**src/rtl/detector_adc_sequencer_pkg.sv**
```systemverilog
// detector_adc_sequencer_pkg: shared state encoding and ADC frame constants for the LocTag detector path.
package detector_adc_sequencer_pkg;

    typedef enum logic [2:0] {IDLE, SETTLE, SHIFT, QUIET, DONE} seq_state_t;

    localparam int ADC_FRAME_BITS = 16;
    localparam int ADC_LEAD_ZEROS = 4;
    localparam int ADC_DATA_BITS  = ADC_FRAME_BITS - ADC_LEAD_ZEROS;

    // Defaults for a 16 MHz system clock: 2 MHz SCLK, 10 us detector settle.
    localparam int DEF_CLK_DIV       = 4;
    localparam int DEF_SETTLE_CYCLES = 160;
    localparam int DEF_BURST_LEN     = 8;
    localparam int DEF_QUIET_CYCLES  = 4;

    function automatic int count_width(input int a, input int b);
        return $clog2((a > b ? a : b) + 1);
    endfunction

endpackage

```
**src/rtl/detector_adc_sequencer_if.sv**
```systemverilog
// detector_adc_sequencer_if: ADC serial pins plus the sample stream handed to downstream consumers.
interface detector_adc_sequencer_if
    import detector_adc_sequencer_pkg::*;
#(
    parameter int DATA_BITS = ADC_DATA_BITS
);
    logic                 adc_cs_n;
    logic                 adc_sclk;
    logic                 adc_sdo;
    logic [DATA_BITS-1:0] sample_data;
    logic [7:0]           sample_index;
    logic                 sample_valid;

    modport master (
        output adc_cs_n, adc_sclk, sample_data, sample_index, sample_valid,
        input  adc_sdo
    );

    modport slave (
        input  adc_cs_n, adc_sclk, sample_data, sample_index, sample_valid,
        output adc_sdo
    );
endinterface

```
**src/rtl/detector_adc_sequencer_adc_serial_frame.sv**
```systemverilog
// adc_serial_frame: drives CS/SCLK for a single ADC frame and shifts SDO in, MSB first, on each SCLK rise.
module adc_serial_frame
    import detector_adc_sequencer_pkg::*;
#(
    parameter int CLK_DIV    = DEF_CLK_DIV,
    parameter int FRAME_BITS = ADC_FRAME_BITS,
    parameter int DATA_BITS  = ADC_DATA_BITS
) (
    input  logic                 clk,
    input  logic                 reset_n,
    input  logic                 start,
    input  logic                 stop,
    input  logic                 sdo,
    output logic                 cs_n,
    output logic                 sclk,
    output logic                 last,
    output logic [DATA_BITS-1:0] data
);
    localparam int DW = $clog2(CLK_DIV);
    localparam int RW = $clog2(FRAME_BITS + 1);

    logic [DW-1:0] div_cnt;
    logic [RW-1:0] rise_cnt;
    logic          tick;

    assign tick = div_cnt == DW'(CLK_DIV - 1);
    assign last = !cs_n && rise_cnt == RW'(FRAME_BITS);

    // Only the final DATA_BITS samples are kept; the leading frame bits fall off the top.
    always_ff @(posedge clk or negedge reset_n) begin
        if (!reset_n) begin
            cs_n     <= 1'b1;
            sclk     <= 1'b1;
            div_cnt  <= '0;
            rise_cnt <= '0;
            data     <= '0;
        end else if (stop || last) begin
            cs_n <= 1'b1;
            sclk <= 1'b1;
        end else if (start) begin
            cs_n     <= 1'b0;
            sclk     <= 1'b1;
            div_cnt  <= '0;
            rise_cnt <= '0;
        end else if (!cs_n) begin
            div_cnt <= tick ? '0 : div_cnt + 1'b1;
            if (tick) sclk <= ~sclk;
            if (tick && !sclk) begin
                data     <= {data[DATA_BITS-2:0], sdo};
                rise_cnt <= rise_cnt + 1'b1;
            end
        end
    end

endmodule

```
**src/rtl/detector_adc_sequencer.sv**
```systemverilog
// detector_adc_sequencer: enables the LT5534, waits for settle, then runs a burst of serial ADC conversions.
module detector_adc_sequencer
    import detector_adc_sequencer_pkg::*;
#(
    parameter int CLK_DIV       = DEF_CLK_DIV,
    parameter int SETTLE_CYCLES = DEF_SETTLE_CYCLES,
    parameter int FRAME_BITS    = ADC_FRAME_BITS,
    parameter int DATA_BITS     = ADC_DATA_BITS,
    parameter int BURST_LEN     = DEF_BURST_LEN,
    parameter int QUIET_CYCLES  = DEF_QUIET_CYCLES
) (
    input  logic clk,
    input  logic reset_n,
    input  logic start,
    input  logic trig_async,
    input  logic trig_en,
    input  logic abort,
    output logic det_en,
    output logic busy,
    output logic done,
    detector_adc_sequencer_if.master bus
);
    localparam int CW = count_width(SETTLE_CYCLES, QUIET_CYCLES);

    seq_state_t           state, state_n;
    logic [CW-1:0]        cnt, cnt_n;
    logic [7:0]           conv, conv_n;
    logic [1:0]           trig_sync;
    logic                 trig_prev;
    logic                 trig_rise, go, more;
    logic                 frame_start, frame_last, frame_cs_n, frame_sclk;
    logic                 valid_n;
    logic [DATA_BITS-1:0] frame_data;
    logic [DATA_BITS-1:0] sample_data;
    logic [7:0]           sample_index;
    logic                 sample_valid;

    assign trig_rise = trig_sync[1] & ~trig_prev;
    assign go        = start | (trig_rise & trig_en);
    assign more      = ({1'b0, conv} + 9'd1) < 9'(BURST_LEN);

    assign bus.adc_cs_n     = frame_cs_n;
    assign bus.adc_sclk     = frame_sclk;
    assign bus.sample_data  = sample_data;
    assign bus.sample_index = sample_index;
    assign bus.sample_valid = sample_valid;

    adc_serial_frame #(
        .CLK_DIV    (CLK_DIV),
        .FRAME_BITS (FRAME_BITS),
        .DATA_BITS  (DATA_BITS)
    ) u_frame (
        .clk     (clk),
        .reset_n (reset_n),
        .start   (frame_start),
        .stop    (abort),
        .sdo     (bus.adc_sdo),
        .cs_n    (frame_cs_n),
        .sclk    (frame_sclk),
        .last    (frame_last),
        .data    (frame_data)
    );

    always_comb begin
        state_n     = state;
        cnt_n       = cnt;
        conv_n      = conv;
        frame_start = 1'b0;
        valid_n     = 1'b0;
        case (state)
            IDLE: if (go && !abort) begin
                state_n = SETTLE;
                cnt_n   = CW'(SETTLE_CYCLES - 1);
                conv_n  = '0;
            end
            SETTLE: if (abort) state_n = IDLE;
            else if (cnt == '0) begin
                state_n     = SHIFT;
                frame_start = 1'b1;
            end else cnt_n = cnt - 1'b1;
            SHIFT: if (abort) state_n = IDLE;
            else if (frame_last) begin
                state_n = QUIET;
                cnt_n   = CW'(QUIET_CYCLES - 1);
                valid_n = 1'b1;
            end
            QUIET: if (abort) state_n = IDLE;
            else if (cnt != '0) cnt_n = cnt - 1'b1;
            else if (more) begin
                state_n     = SHIFT;
                conv_n      = conv + 1'b1;
                frame_start = 1'b1;
            end else state_n = DONE;
            default: state_n = IDLE;
        endcase
    end

    // Status outputs are decoded from the next state so they stay registered yet line up with it.
    always_ff @(posedge clk or negedge reset_n) begin
        if (!reset_n) begin
            state        <= IDLE;
            cnt          <= '0;
            conv         <= '0;
            det_en       <= 1'b0;
            busy         <= 1'b0;
            done         <= 1'b0;
            sample_data  <= '0;
            sample_index <= '0;
            sample_valid <= 1'b0;
            trig_sync    <= '0;
            trig_prev    <= 1'b0;
        end else begin
            state        <= state_n;
            cnt          <= cnt_n;
            conv         <= conv_n;
            det_en       <= state_n inside {SETTLE, SHIFT, QUIET};
            busy         <= state_n != IDLE;
            done         <= state_n == DONE;
            sample_valid <= valid_n;
            if (valid_n) begin
                sample_data  <= frame_data;
                sample_index <= conv;
            end
            trig_sync <= {trig_sync[0], trig_async};
            trig_prev <= trig_sync[1];
        end
    end

endmodule

```
**src/flat_wrapper.sv**
```systemverilog
// flat-port wrapper written by rule: the top's interface ports become plain ports
module detector_adc_sequencer_flat import detector_adc_sequencer_pkg::*;
#(
    parameter int CLK_DIV       = DEF_CLK_DIV,
    parameter int SETTLE_CYCLES = DEF_SETTLE_CYCLES,
    parameter int FRAME_BITS    = ADC_FRAME_BITS,
    parameter int DATA_BITS     = ADC_DATA_BITS,
    parameter int BURST_LEN     = DEF_BURST_LEN,
    parameter int QUIET_CYCLES  = DEF_QUIET_CYCLES
)
  (clk, reset_n, start, trig_async, trig_en, abort, det_en, busy, done, bus_adc_cs_n, bus_adc_sclk, bus_sample_data, bus_sample_index, bus_sample_valid, bus_adc_sdo);
  detector_adc_sequencer_if #(.DATA_BITS(DATA_BITS)) bus_i ();
  input  logic clk;
  input  logic reset_n;
  input  logic start;
  input  logic trig_async;
  input  logic trig_en;
  input  logic abort;
  output logic det_en;
  output logic busy;
  output logic done;
  output wire logic [$bits(bus_i.adc_cs_n)-1:0] bus_adc_cs_n;
  output wire logic [$bits(bus_i.adc_sclk)-1:0] bus_adc_sclk;
  output wire logic [$bits(bus_i.sample_data)-1:0] bus_sample_data;
  output wire logic [$bits(bus_i.sample_index)-1:0] bus_sample_index;
  output wire logic [$bits(bus_i.sample_valid)-1:0] bus_sample_valid;
  input wire logic [$bits(bus_i.adc_sdo)-1:0] bus_adc_sdo;
  assign bus_adc_cs_n = bus_i.adc_cs_n;
  assign bus_adc_sclk = bus_i.adc_sclk;
  assign bus_sample_data = bus_i.sample_data;
  assign bus_sample_index = bus_i.sample_index;
  assign bus_sample_valid = bus_i.sample_valid;
  assign bus_i.adc_sdo = bus_adc_sdo;
  detector_adc_sequencer #(.CLK_DIV(CLK_DIV), .SETTLE_CYCLES(SETTLE_CYCLES), .FRAME_BITS(FRAME_BITS), .DATA_BITS(DATA_BITS), .BURST_LEN(BURST_LEN), .QUIET_CYCLES(QUIET_CYCLES)) u_core (.clk(clk), .reset_n(reset_n), .start(start), .trig_async(trig_async), .trig_en(trig_en), .abort(abort), .det_en(det_en), .busy(busy), .done(done), .bus(bus_i));
endmodule
```
**config.mk**
```make
export PLATFORM = sky130hd
export DESIGN_NAME = detector_adc_sequencer_flat
export DESIGN_NICKNAME = d
export VERILOG_FILES = /design/src/rtl/detector_adc_sequencer_pkg.sv /design/src/rtl/detector_adc_sequencer_if.sv /design/src/rtl/detector_adc_sequencer_adc_serial_frame.sv /design/src/rtl/detector_adc_sequencer.sv /design/src/flat_wrapper.sv
export SDC_FILE = /design/constraint.sdc
export NUM_CORES = 1
export LEC_CHECK = 0
export ABC_AREA = 1
export CORE_MARGIN = 2
export CORE_UTILIZATION = 51
export DETAILED_ROUTE_END_ITERATION = 10
export HOLD_SLACK_MARGIN = 0.02
export PLACE_DENSITY_LB_ADDON = 0.2
export SETUP_SLACK_MARGIN = 0.1
export SYNTH_ARGS = -nofsm -noshare
export SYNTH_HDL_FRONTEND = slang
export SYNTH_HIERARCHICAL = 1
export SYNTH_SLANG_ARGS = --single-unit
export TNS_END_PERCENT = 1
```
**constraint.sdc**
```tcl
create_clock -name clk -period 2.1 [get_ports clk]
set_input_delay 0.315 -clock clk [delete_from_list [all_inputs] [get_ports clk]]
set_output_delay 0.315 -clock clk [all_outputs]
set_load 0.01 [all_outputs]
```
==> flow_summary_export.csv <==
group,metric,value,unit
route,drt_first_pass_iters,4,
die,ios,33,
route,wirelength,6630,um
power_and_ir_drop,internal_power,2050,uW
placement,io_buffers,32,
setup_path,path_class,"reg2reg",
timing,fin_crit_sh,91.0,%
setup_path,end_kind,"register",
route,wire_per_inst,13.1,um
die,fp.dieH,82.8,um
die,fp.dieArea,6850,um2
setup_path,worst-r2r-setup-slack,0.19,ns
logic_synthesis,synthCells,374,
logic_synthesis,synth_area_leaders,"dfrtp_1, nand2_1, nand3_1",
timing,period_needed,1.91,ns
logic_synthesis,synth_seq_area_share,53.1,%
status,run_status,"complete, no violations",
setup_path,rr_startpoint,"u_core/conv[4]$_DFFE_PN0P_",
clock_network,worstSkewPairLatency,0.35,ns
logic_synthesis,yosysWarnings,6,
power_and_ir_drop,combPwrFrac,11.7,%
timing,max_freq,523,MHz
route,drt_iter0_drc,119,
cells_and_area,stdcell_count,504,
placement,dp_cells,478,
timing,max_slew_margin,71.0,%
clock_network,cts_root_buffer,"clkbuf_8",
cells_and_area,nets,436,
timing,setup_tns,0,ns
setup_path,r2r_cells,13,
grt,grt_max_degree,68,
cells_and_area,multi_input_area,1350,um2
timing,slew_viol_final,0,
placement,dp_hpwl,4220,um
clock_network,cts.sinks,67,
run,cap_violations,0,
die,rows,28,
route,via_count,2597,
power_and_ir_drop,switchingPower,714,uW
logic_synthesis,syn_area,3160,um2
power_and_ir_drop,cellLeakagePower,0.00201,uW
clock_network,path_clk_slew,0.07,ns
logic_synthesis,yosys.area.top_type,"dfrtp_1",
route,route.met3.wl,289,um
logic_synthesis,synth.avg_cell_area,8.46,um2
grt,grt-ovfl-total,0,
min_path,min_to,"u_core/trig_sync[1]$_DFF_PN0_",
cells_and_area,regArea,1680,um2
power_and_ir_drop,power.density,700,nW/um2
route,viasPerCell,5.15,
clock_network,cts_buffer_depth,2,
placement,gp_congestion,0.864,
min_path,worstHoldStart,"u_core/trig_sync[0]$_DFF_PN0_",
logic_synthesis,post-synth-top-area-fraction,51.4,%
cells_and_area,num_antenna_cells,0,
logic_synthesis,synthDistinctLibCells,31,
cells_and_area,fillers,505,
grt,grt_antenna_before_repair,0,
timing,hold_viol_final,0,
power_and_ir_drop,p_seq_share,50.4,%
grt,grt_pass1_wl,10800,um
timing,clock_skew,0.00936,ns
power_and_ir_drop,swShare,25.9,%
cells_and_area,drive_gt1_share,16.3,%
timing,rsz0062_at_grt,"true",
die,core_area,5960,um2
grt,grtUsageTotal,21.1,%
power_and_ir_drop,clkPwrFrac,38.0,%
route,drcViolationCount,0,
route,topRoutingLayerUsed,"met4",
clock_network,cts-htree-levels,3,
die,die_w,82.8,um
clock_network,cts_made_buffers,9,
route,m1WireLength,2950,um
setup_path,crit_required,2.33,ns
power_and_ir_drop,power,2760,uW
logic_synthesis,syn_nets,386,
timing,setup-violations-final,0,
setup_path,crit_path_start_kind,"register",
grt,first_global_vias,2427,
clock_network,cts_tree,"yes",
cells_and_area,area_delta_synth_final,24.5,%
die,initial_core_util,53.1,%
power_and_ir_drop,peakVddDrop,0.425,mV
route,drtAntennaViolNets,0,
setup_path,crit_fanout,17,
timing,worst_pin_slew,0.434,ns
route,wl_met2,3290,um
min_path,whs_path_depth,0,
min_path,worstHoldPathType,"reg2reg",
logic_synthesis,ys_ff_latch,67,
setup_path,arrival,2.14,ns
setup_path,r2r-end,"u_core/u_frame/data[0]$_DFFE_PN0P_",
[Yosys cell counts, drive strengths merged]
cell type	instances
a21oi	6
a22oi	3
buf	9
clkbuf	1
dfrtp	65
dfstp	2
ha	5
inv	41
nand2	137
nand3	43
nand3b	2
nand4	7
nor2	30
nor3	4
nor4	1
o211ai	1
o21ai	13
xor2	4
[routing by layer]
| layer | global-route usage, % | vias up |
|---|---|---|
| met2 | 33.4 | 61 |
| li1 | - | 1285 |
| met5 | 0 | - |
| met1 | 28.0 | 1241 |
| met4 | 8.20 | 0 |
| met3 | 5.30 | 10 |
[cells by family (layout without fill, tap and decap cells)]
kind of cell | after synthesis | in the layout | share of synthesized area [%]
AND/OR/NAND/NOR | 224 | 224 | 32.5
flip-flops | 67 | 67 | 53.1
buffers and inverters | 51 | 106 | 7.31
AO/OA/AOI/OAI | 23 | 23 | 4.07
adder cells (fa/ha/maj) | 5 | 5 | 1.98
XOR/XNOR | 4 | 4 | 1.11
[area by class of cell]
| cell class | instances | area share, % |
|---|---|---|
| inverters | 41 | 3.91 |
| clock buffers | 13 | 3.78 |
| flip-flops and latches | 67 | 42.7 |
| multi-input cells | 256 | 34.1 |
| repair buffers | 49 | 12.0 |
| clock inverters | 3 | 1.02 |
| well taps | 75 | 2.38 |
[critical path, cell delays in order, from the launching register on]
cell	delay (ns)
dfrtp_1	0.42
nand2_1	0.12
nor2_2	0.17
nand2_1	0.07
nand2_1	0.06
nand3_1	0.07
nor2_2	0.13
nand2_2	0.10
a21oi_2	0.18
buf_6	0.14
nor2_8	0.05
buf_12	0.14
nand3_1	0.09
nand2_1	0.05
[layout by cell type (no fill, tap or decap), types with 2 or more instances in the layout]
cell type / netlist / routed
clkdlybuf4s50_1: 0 / 31
nand3_2: 2 / 5
clkbuf_1: 1 / 3
nor2_4: 2 / 3
a21oi_1: 5 / 4
dfstp_2: 2 / 2
nand2_1: 132 / 131
xor2_1: 4 / 4
nand3_4: 1 / 4
buf_12: 0 / 2
inv_2: 4 / 5
ha_4: 0 / 2
nor2_1: 22 / 21
nand2_2: 3 / 4
buf_4: 4 / 13
dfrtp_1: 65 / 61
clkinv_2: 0 / 2
o21ai_0: 12 / 12
inv_1: 37 / 36
nand4_1: 7 / 7
dfrtp_2: 0 / 4
nor2_2: 5 / 5
nand2_4: 2 / 2
a22oi_1: 3 / 3
ha_1: 5 / 3
clkbuf_8: 0 / 10
nor3_1: 3 / 3
a21oi_2: 1 / 2
nand3_1: 40 / 34
nand3b_1: 2 / 2
[power groups by stage]
stage	sequential [uW]	combinational, uW	clock (uW)
finish	1390	322	1050
global route	1400	362	1140
floorplan	1400	184	0
detailed placement	1410	282	0
global placement	1410	269	0
CTS	1390	288	1060
[sequential cells by signal, indices dropped and copies added, names as in the netlist, 2 cells and up]
signal / flops
u_core/bus.sample_data: 12
u_core/u_frame/data: 12
u_core/bus.sample_index: 8
u_core/cnt: 8
u_core/conv: 8
u_core/u_frame/rise_cnt: 5
u_core/state: 3
u_core/trig_sync: 2
u_core/u_frame/div_cnt: 2
[how the worst max path moves through the flow]
| stage | end | depth (start not counted) | from | slack, ns |
|---|---|---|---|---|
| after global routing | u_core/u_frame/div_cnt[1]$_DFFE_PN0P_ | 13 | u_core/conv[4]$_DFFE_PN0P_ | 0.03 |
| after CTS | u_core/u_frame/data[4]$_DFFE_PN0P_ | 11 | u_core/conv[1]$_DFFE_PN0P_ | 0.06 |
| after floorplan | u_core/u_frame/rise_cnt[0]$_DFFE_PN0P_ | 13 | u_core/conv[0]$_DFFE_PN0P_ | 0.14 |
| after detailed placement | u_core/u_frame/data[5]$_DFFE_PN0P_ | 11 | u_core/conv[0]$_DFFE_PN0P_ | 0.09 |
| final | u_core/u_frame/data[0]$_DFFE_PN0P_ | 13 | u_core/conv[4]$_DFFE_PN0P_ | 0.19 |
| after global placement | u_core/u_frame/rise_cnt[0]$_DFFE_PN0P_ | 13 | u_core/conv[0]$_DFFE_PN0P_ | 0.15 |
[timing repair]
action                                  CTS  global route
pin swaps                                 0             6
buffers inserted                          0             9
endpoints found under the setup margin   17            20
hold buffers                              1             0
resized for setup                         1            21
hold endpoints to repair                 65             0
[through the flow]
step | worst slack, ns | hold WS, ns | cell area, um2 | utilization (%)
floorplan | 0.137 | 0.0194 | 3170 | -
global placement | 0.151 | 0.333 | 3580 | 60.1
detailed placement | 0.0860 | 0.336 | 3580 | 60.1
CTS | 0.0576 | 0.351 | 3780 | 63.5
global route | 0.0257 | 0.370 | 3940 | 66.2
finish | 0.190 | 0.347 | 3940 | 66.2
(Power assumes the default switching activity.)
==> RTL change 1: new RTL, config.mk and constraints unchanged <==
Change the package constant `DEF_BURST_LEN` from 8 to 4.
--- a/src/rtl/detector_adc_sequencer_pkg.sv
+++ b/src/rtl/detector_adc_sequencer_pkg.sv
@@ -10,7 +10,7 @@
     // Defaults for a 16 MHz system clock: 2 MHz SCLK, 10 us detector settle.
     localparam int DEF_CLK_DIV       = 4;
     localparam int DEF_SETTLE_CYCLES = 160;
-    localparam int DEF_BURST_LEN     = 8;
+    localparam int DEF_BURST_LEN     = 4;
     localparam int DEF_QUIET_CYCLES  = 4;
 
     function automatic int count_width(input int a, input int b);
Formal check against the unedited RTL: same outputs for any inputs over 10 cycles, from zero or initial values and one cycle with reset_n low; that may be too few to reach the edited logic, so the function may still have changed.
==> RTL change 1 against the unedited design <==
  * Setup slack worse by 0.031 ns
  * Area after synthesis is 3.2% higher
  * Largest power group unchanged
  * Synthesized cell count is 0.27% higher
  * Fmax is 1.6% lower
  * Total power is 8.6% higher
  * Non-clock buffer count is 3 lower
  * Cell area is 4.4% higher
  * Sequential cell count stayed put
  * Wire length is 5.9% higher
==> RTL change 1: results (changes against the unedited design) <==
synthesized net count 387 (+0.26%); GPL Wtd Cong 0.781 (-9.6%); Synth area leaders dfrtp_1 (50%), nand2_1 (15%), nand3_1 (5.2%); Crit path max-delay family simple AND/OR/NAND/NOR gates; Slew Limit Headroom 0.653 (-0.0567); Sw Ratio 0.249 (-0.00934); Synth async-reset ratio 1.00 (unchanged); ys flop type dfrtp_1; first-pass GRT wire length 11.6 mm (+7.3%); htree depth 3 (unchanged); number of DRC markers in iteration 0 218 (+83%); layout cells sized above 1 0.189 (+0.0261); Leak Pwr 2.00 nW (-0.73%); clock root buffer clkbuf_8; drt first pass iters 5 (+1); clk slew on worst S/H paths 0.08 ns; pre-CTS setup slack 0.0557 ns (-0.0303 ns); # placed instances 484 (+1.3%); Slowest Stage Delay on Critical Path slightly above 0.4 ns; IO Port Bufs 32 (unchanged); largest net degree at the start of global routing 68 (unchanged); status complete, no violations; WL/cell 13.9 µm (+5.7%); internal reg-to-reg setup slack 0.16 ns (-0.03 ns); latest clock arrival within the worst-skew pair 0.35 ns (about the same); Critical path buffers and inverters 3 (+1); Hold Slack 0.370 ns (+0.0236 ns); Netlist cell types 33 (+6.5%); Peak supply drop 0.000615 V (+45%); Commonest cells post-synth nand2_1 (131), dfrtp_1 (65), inv_1 (34), nand3_1 (34), nor2_1 (17); Crit Path Max Fanout 8 (-9); final net count 435 (-0.23%); GR Util All Layers 0.205 (-0.00590); register area share after synthesis 0.514 (-0.0163); initial antenna violation count 0 (unchanged); Crit path arrival time 2.19 ns (+0.05 ns); Non-Filler Instances 505 (+0.20%); skew final 0.00769 ns (-0.00167 ns); synthesis warning total 6 (unchanged); Clock Tree Buf Depth 2 (unchanged); Hold Crit Class register to register; CTS buffer count 9 (unchanged); vias in the first global route 2613 (+7.7%); vias 2678 (+3.1%); diode count 0 (unchanged); Top Registers u_core/bus.sample_data: 12 flops, u_core/u_frame/data: 12 flops; slowest CP cell dfrtp_1; average size of a mapped cell 8.71 µm² (+2.9%); DP HPWL 4.27 mm (+0.97%)
-- RTL change 1: cell count changes after synthesis, sizes merged, moves of 2 or more --
cell,delta
nand3b,-2
nor3,-2
a21oi,-3
nand4,+2
xnor2,+3
nand3,-2
a31oi,+6
nor2,-2
-- RTL change 1: layout make-up --
| cell class | instances | area (µm²) |
|---|---|---|
| inverters | 40 | 153 |
| multi-input cells | 259 | 1450 |
| clock buffers | 9 | 124 |
| well taps | 77 | 96.3 |
| flip-flops and latches | 67 | 1680 |
| fillers | 512 | 2170 |
| repair buffers | 46 | 485 |
| clock inverters | 7 | 124 |
-- RTL change 1: final timing paths --
check / startpoint / end / depth (start not counted)
min in group asynchronous: reset_n / u_core/bus.sample_index[6] / 3
min: u_core/trig_sync[0] / u_core/trig_sync[1] / 0
max in group asynchronous: reset_n / u_core/u_frame/sclk / 3
min reg2reg: u_core/trig_sync[0] / u_core/trig_sync[1] / 0
max: u_core/conv[1] / u_core/u_frame/data[11] / 14
max reg2reg: u_core/conv[1] / u_core/u_frame/data[11] / 14
-- RTL change 1: timing repair --
| action | in CTS | in global routing |
|---|---|---|
| gates cloned | 0 | 2 |
| pin swaps | 1 | 8 |
| hold buffers | 1 | 0 |
| resized for setup | 2 | 25 |
| setup endpoints to repair | 7 | 19 |
| endpoints found under the hold margin | 65 | 0 |
| setup buffers | 1 | 1 |
-- RTL change 1: kinds of logic (layout without fill, tap and decap cells) --
family                     after synthesis  after routing  share of synthesized area
xor gates and xnor gates                 7              7                     0.0188
buffers and inverters                   50            102                     0.0724
DFF                                     67             67                      0.514
AOI/OAI and AO/OA                       27             27                     0.0471
and+or+nand+nor                        219            220                      0.328
adders and majority gates                5              5                     0.0192
-- RTL change 1: metrics by stage --
stage | area [µm²] | utilization
2_1_floorplan | 3280 | -
3_3_place_gp | 3690 | 0.588
3_5_place_dp | 3690 | 0.588
4_1_cts | 3970 | 0.633
5_1_grt | 4110 | 0.655
6_report | 4110 | 0.655
-- RTL change 1: power by group through the flow --
stage	clock, W	combinational, W	sequential, W
after floorplan	0	0.000183	0.00140
after global placement	0	0.000269	0.00140
after detailed placement	0	0.000276	0.00141
after CTS	0.00136	0.000280	0.00138
after global routing	0.00140	0.000321	0.00139
final	0.00133	0.000282	0.00138
-- RTL change 1: layer usage --
| layer | vias up | GRT usage | share of wire |
|---|---|---|---|
| met3 | 16 | 0.0425 | 0.049 |
| met2 | 94 | 0.317 | 0.47 |
| met1 | 1272 | 0.272 | 0.46 |
| li1 | 1296 | - | - |
| met4 | 0 | 0.109 | 0.019 |
| met5 | - | 0 | 0 |
==> RTL change 2: new RTL, same settings <==
Made on the original files. Add an input register stage for `start`, `trig_async`, `trig_en` and `abort`, cleared by the reset; this delays them by one clock. The other inputs are not delayed to match.
--- a/src/rtl/detector_adc_sequencer.sv
+++ b/src/rtl/detector_adc_sequencer.sv
@@ -22,6 +22,25 @@
 );
     localparam int CW = count_width(SETTLE_CYCLES, QUIET_CYCLES);
 
+    logic start_q;
+    logic trig_async_q;
+    logic trig_en_q;
+    logic abort_q;
+
+    always_ff @(posedge clk or negedge reset_n) begin
+        if (!reset_n) begin
+            start_q      <= '0;
+            trig_async_q <= '0;
+            trig_en_q    <= '0;
+            abort_q      <= '0;
+        end else begin
+            start_q      <= start;
+            trig_async_q <= trig_async;
+            trig_en_q    <= trig_en;
+            abort_q      <= abort;
+        end
+    end
+
     seq_state_t           state, state_n;
     logic [CW-1:0]        cnt, cnt_n;
     logic [7:0]           conv, conv_n;
@@ -36,7 +55,7 @@
     logic                 sample_valid;
 
     assign trig_rise = trig_sync[1] & ~trig_prev;
-    assign go        = start | (trig_rise & trig_en);
+    assign go        = start_q | (trig_rise & trig_en_q);
     assign more      = ({1'b0, conv} + 9'd1) < 9'(BURST_LEN);
 
     assign bus.adc_cs_n     = frame_cs_n;
@@ -53,7 +72,7 @@
         .clk     (clk),
         .reset_n (reset_n),
         .start   (frame_start),
-        .stop    (abort),
+        .stop    (abort_q),
         .sdo     (bus.adc_sdo),
         .cs_n    (frame_cs_n),
         .sclk    (frame_sclk),
@@ -68,23 +87,23 @@
         frame_start = 1'b0;
         valid_n     = 1'b0;
         case (state)
-            IDLE: if (go && !abort) begin
+            IDLE: if (go && !abort_q) begin
                 state_n = SETTLE;
                 cnt_n   = CW'(SETTLE_CYCLES - 1);
                 conv_n  = '0;
             end
-            SETTLE: if (abort) state_n = IDLE;
+            SETTLE: if (abort_q) state_n = IDLE;
             else if (cnt == '0) begin
                 state_n     = SHIFT;
                 frame_start = 1'b1;
             end else cnt_n = cnt - 1'b1;
-            SHIFT: if (abort) state_n = IDLE;
+            SHIFT: if (abort_q) state_n = IDLE;
             else if (frame_last) begin
                 state_n = QUIET;
                 cnt_n   = CW'(QUIET_CYCLES - 1);
                 valid_n = 1'b1;
             end
-            QUIET: if (abort) state_n = IDLE;
+            QUIET: if (abort_q) state_n = IDLE;
             else if (cnt != '0) cnt_n = cnt - 1'b1;
             else if (more) begin
                 state_n     = SHIFT;
@@ -121,7 +140,7 @@
                 sample_data  <= frame_data;
                 sample_index <= conv;
             end
-            trig_sync <= {trig_sync[0], trig_async};
+            trig_sync <= {trig_sync[0], trig_async_q};
             trig_prev <= trig_sync[1];
         end
     end
Formal check against the unedited RTL: not equivalent (a bounded check fails within 4 cycles, from zero or initial values and one cycle with reset_n low).
==> RTL change 2 against the unedited design <==
  * Sequential power grew 3%
  * Critical path type unchanged
  * Total power down 3.9%
  * Combinational power is 30% lower
  * Hold slack better by 0.0045 ns
  * Final cell count is 3.2% higher
  * Cell area rose by 4.5%
  * Non-clock buffer count shrank 4
  * Wire length decreased by 2.7%
  * Sequential cell count rose by 4
  * Setup slack worse by 0.045 ns
  * Synthesized cell count increased by 4.5%
  * Largest cell class unchanged
  * Highest routed layer unchanged
  * Area after synthesis is 6.2% higher
==> RTL change 2: results (changes against the unedited design) <==
Peak supply drop 0.000393 V (-7.5%); met2 GRT Util 0.309 (-0.0249); Netlist cell types 35 (+13%); met3 Resource Use GR 0.0360 (-0.0170); met2 WL 3.24 mm (-1.5%); R2R depth 14 (+1); final worst-path cycle share 0.931 (+0.0213); internal reg-to-reg setup slack 0.15 ns (-0.04 ns); met3 WL 153 µm (-47%); Routed WL 6.45 mm (-2.7%); first-pass GRT wire length 11.1 mm (+2.1%); final net count 450 (+3.2%); Post-Route M1 WL 2.96 mm (+0.14%); WL/cell 12.4 µm (-5.7%); GR Util All Layers 0.192 (-0.0190); status complete, no violations; Hold Crit Endpoint u_core/trig_sync[0]; Synth area leaders dfrtp_1 (51%), nand2_1 (16%), nand3_1 (5.5%); Slowest Stage Delay on Critical Path 0.40 ns (-0.02 ns); synthesized net count 403 (+4.4%); Commonest cells post-synth nand2_1 (141), dfrtp_1 (69), nand3_1 (37), inv_1 (35), nor2_1 (19); Critical path origin u_core/conv[1]; DP HPWL 4.27 mm (+0.99%); vias 2603 (+0.23%); GPL Wtd Cong 0.804 (-7.0%); reg2reg end u_core/u_frame/data[5]; skew final 0.00944 ns (+0.0000827 ns); vias in the first global route 2457 (+1.2%); pre-CTS setup slack -0.0661 ns (-0.152 ns); Hold Startpoint u_core/trig_async_q
[RTL change 2: kinds of logic (layout without fill, tap and decap cells)]
kind of cell	after synthesis	in the layout	synth area share
DFF	71	71	0.530
buffers and inverters	57	109	0.0752
AOI/OAI and AO/OA	24	24	0.0428
adders and majority gates	5	5	0.0186
and+or+nand+nor	226	226	0.313
xor gates and xnor gates	8	8	0.0209
[RTL change 2: area by class of cell]
cell class | count | area (µm²)
Clock buffer | 10 | 138
Clock inverter | 6 | 42.5
Fill cell | 516 | 2230
Inverter | 48 | 186
Multi-Input combinational cell | 263 | 1410
Sequential cell | 71 | 1780
Tap cell | 77 | 96.3
Timing Repair Buffer | 45 | 464
[RTL change 2: timing repair]
action	CTS	global route
pin swaps	1	7
endpoints found under the hold margin	69	0
buffers inserted	2	3
hold buffers	1	0
gates resized for setup	4	19
setup endpoints to repair	20	46
[RTL change 2: report_power, final]
part,switching [W],internal (W)
Combinational,0.000144,0.0000792
Sequential,0.0000262,0.00141
Clock,0.000530,0.000464
Total,0.000701,0.00195
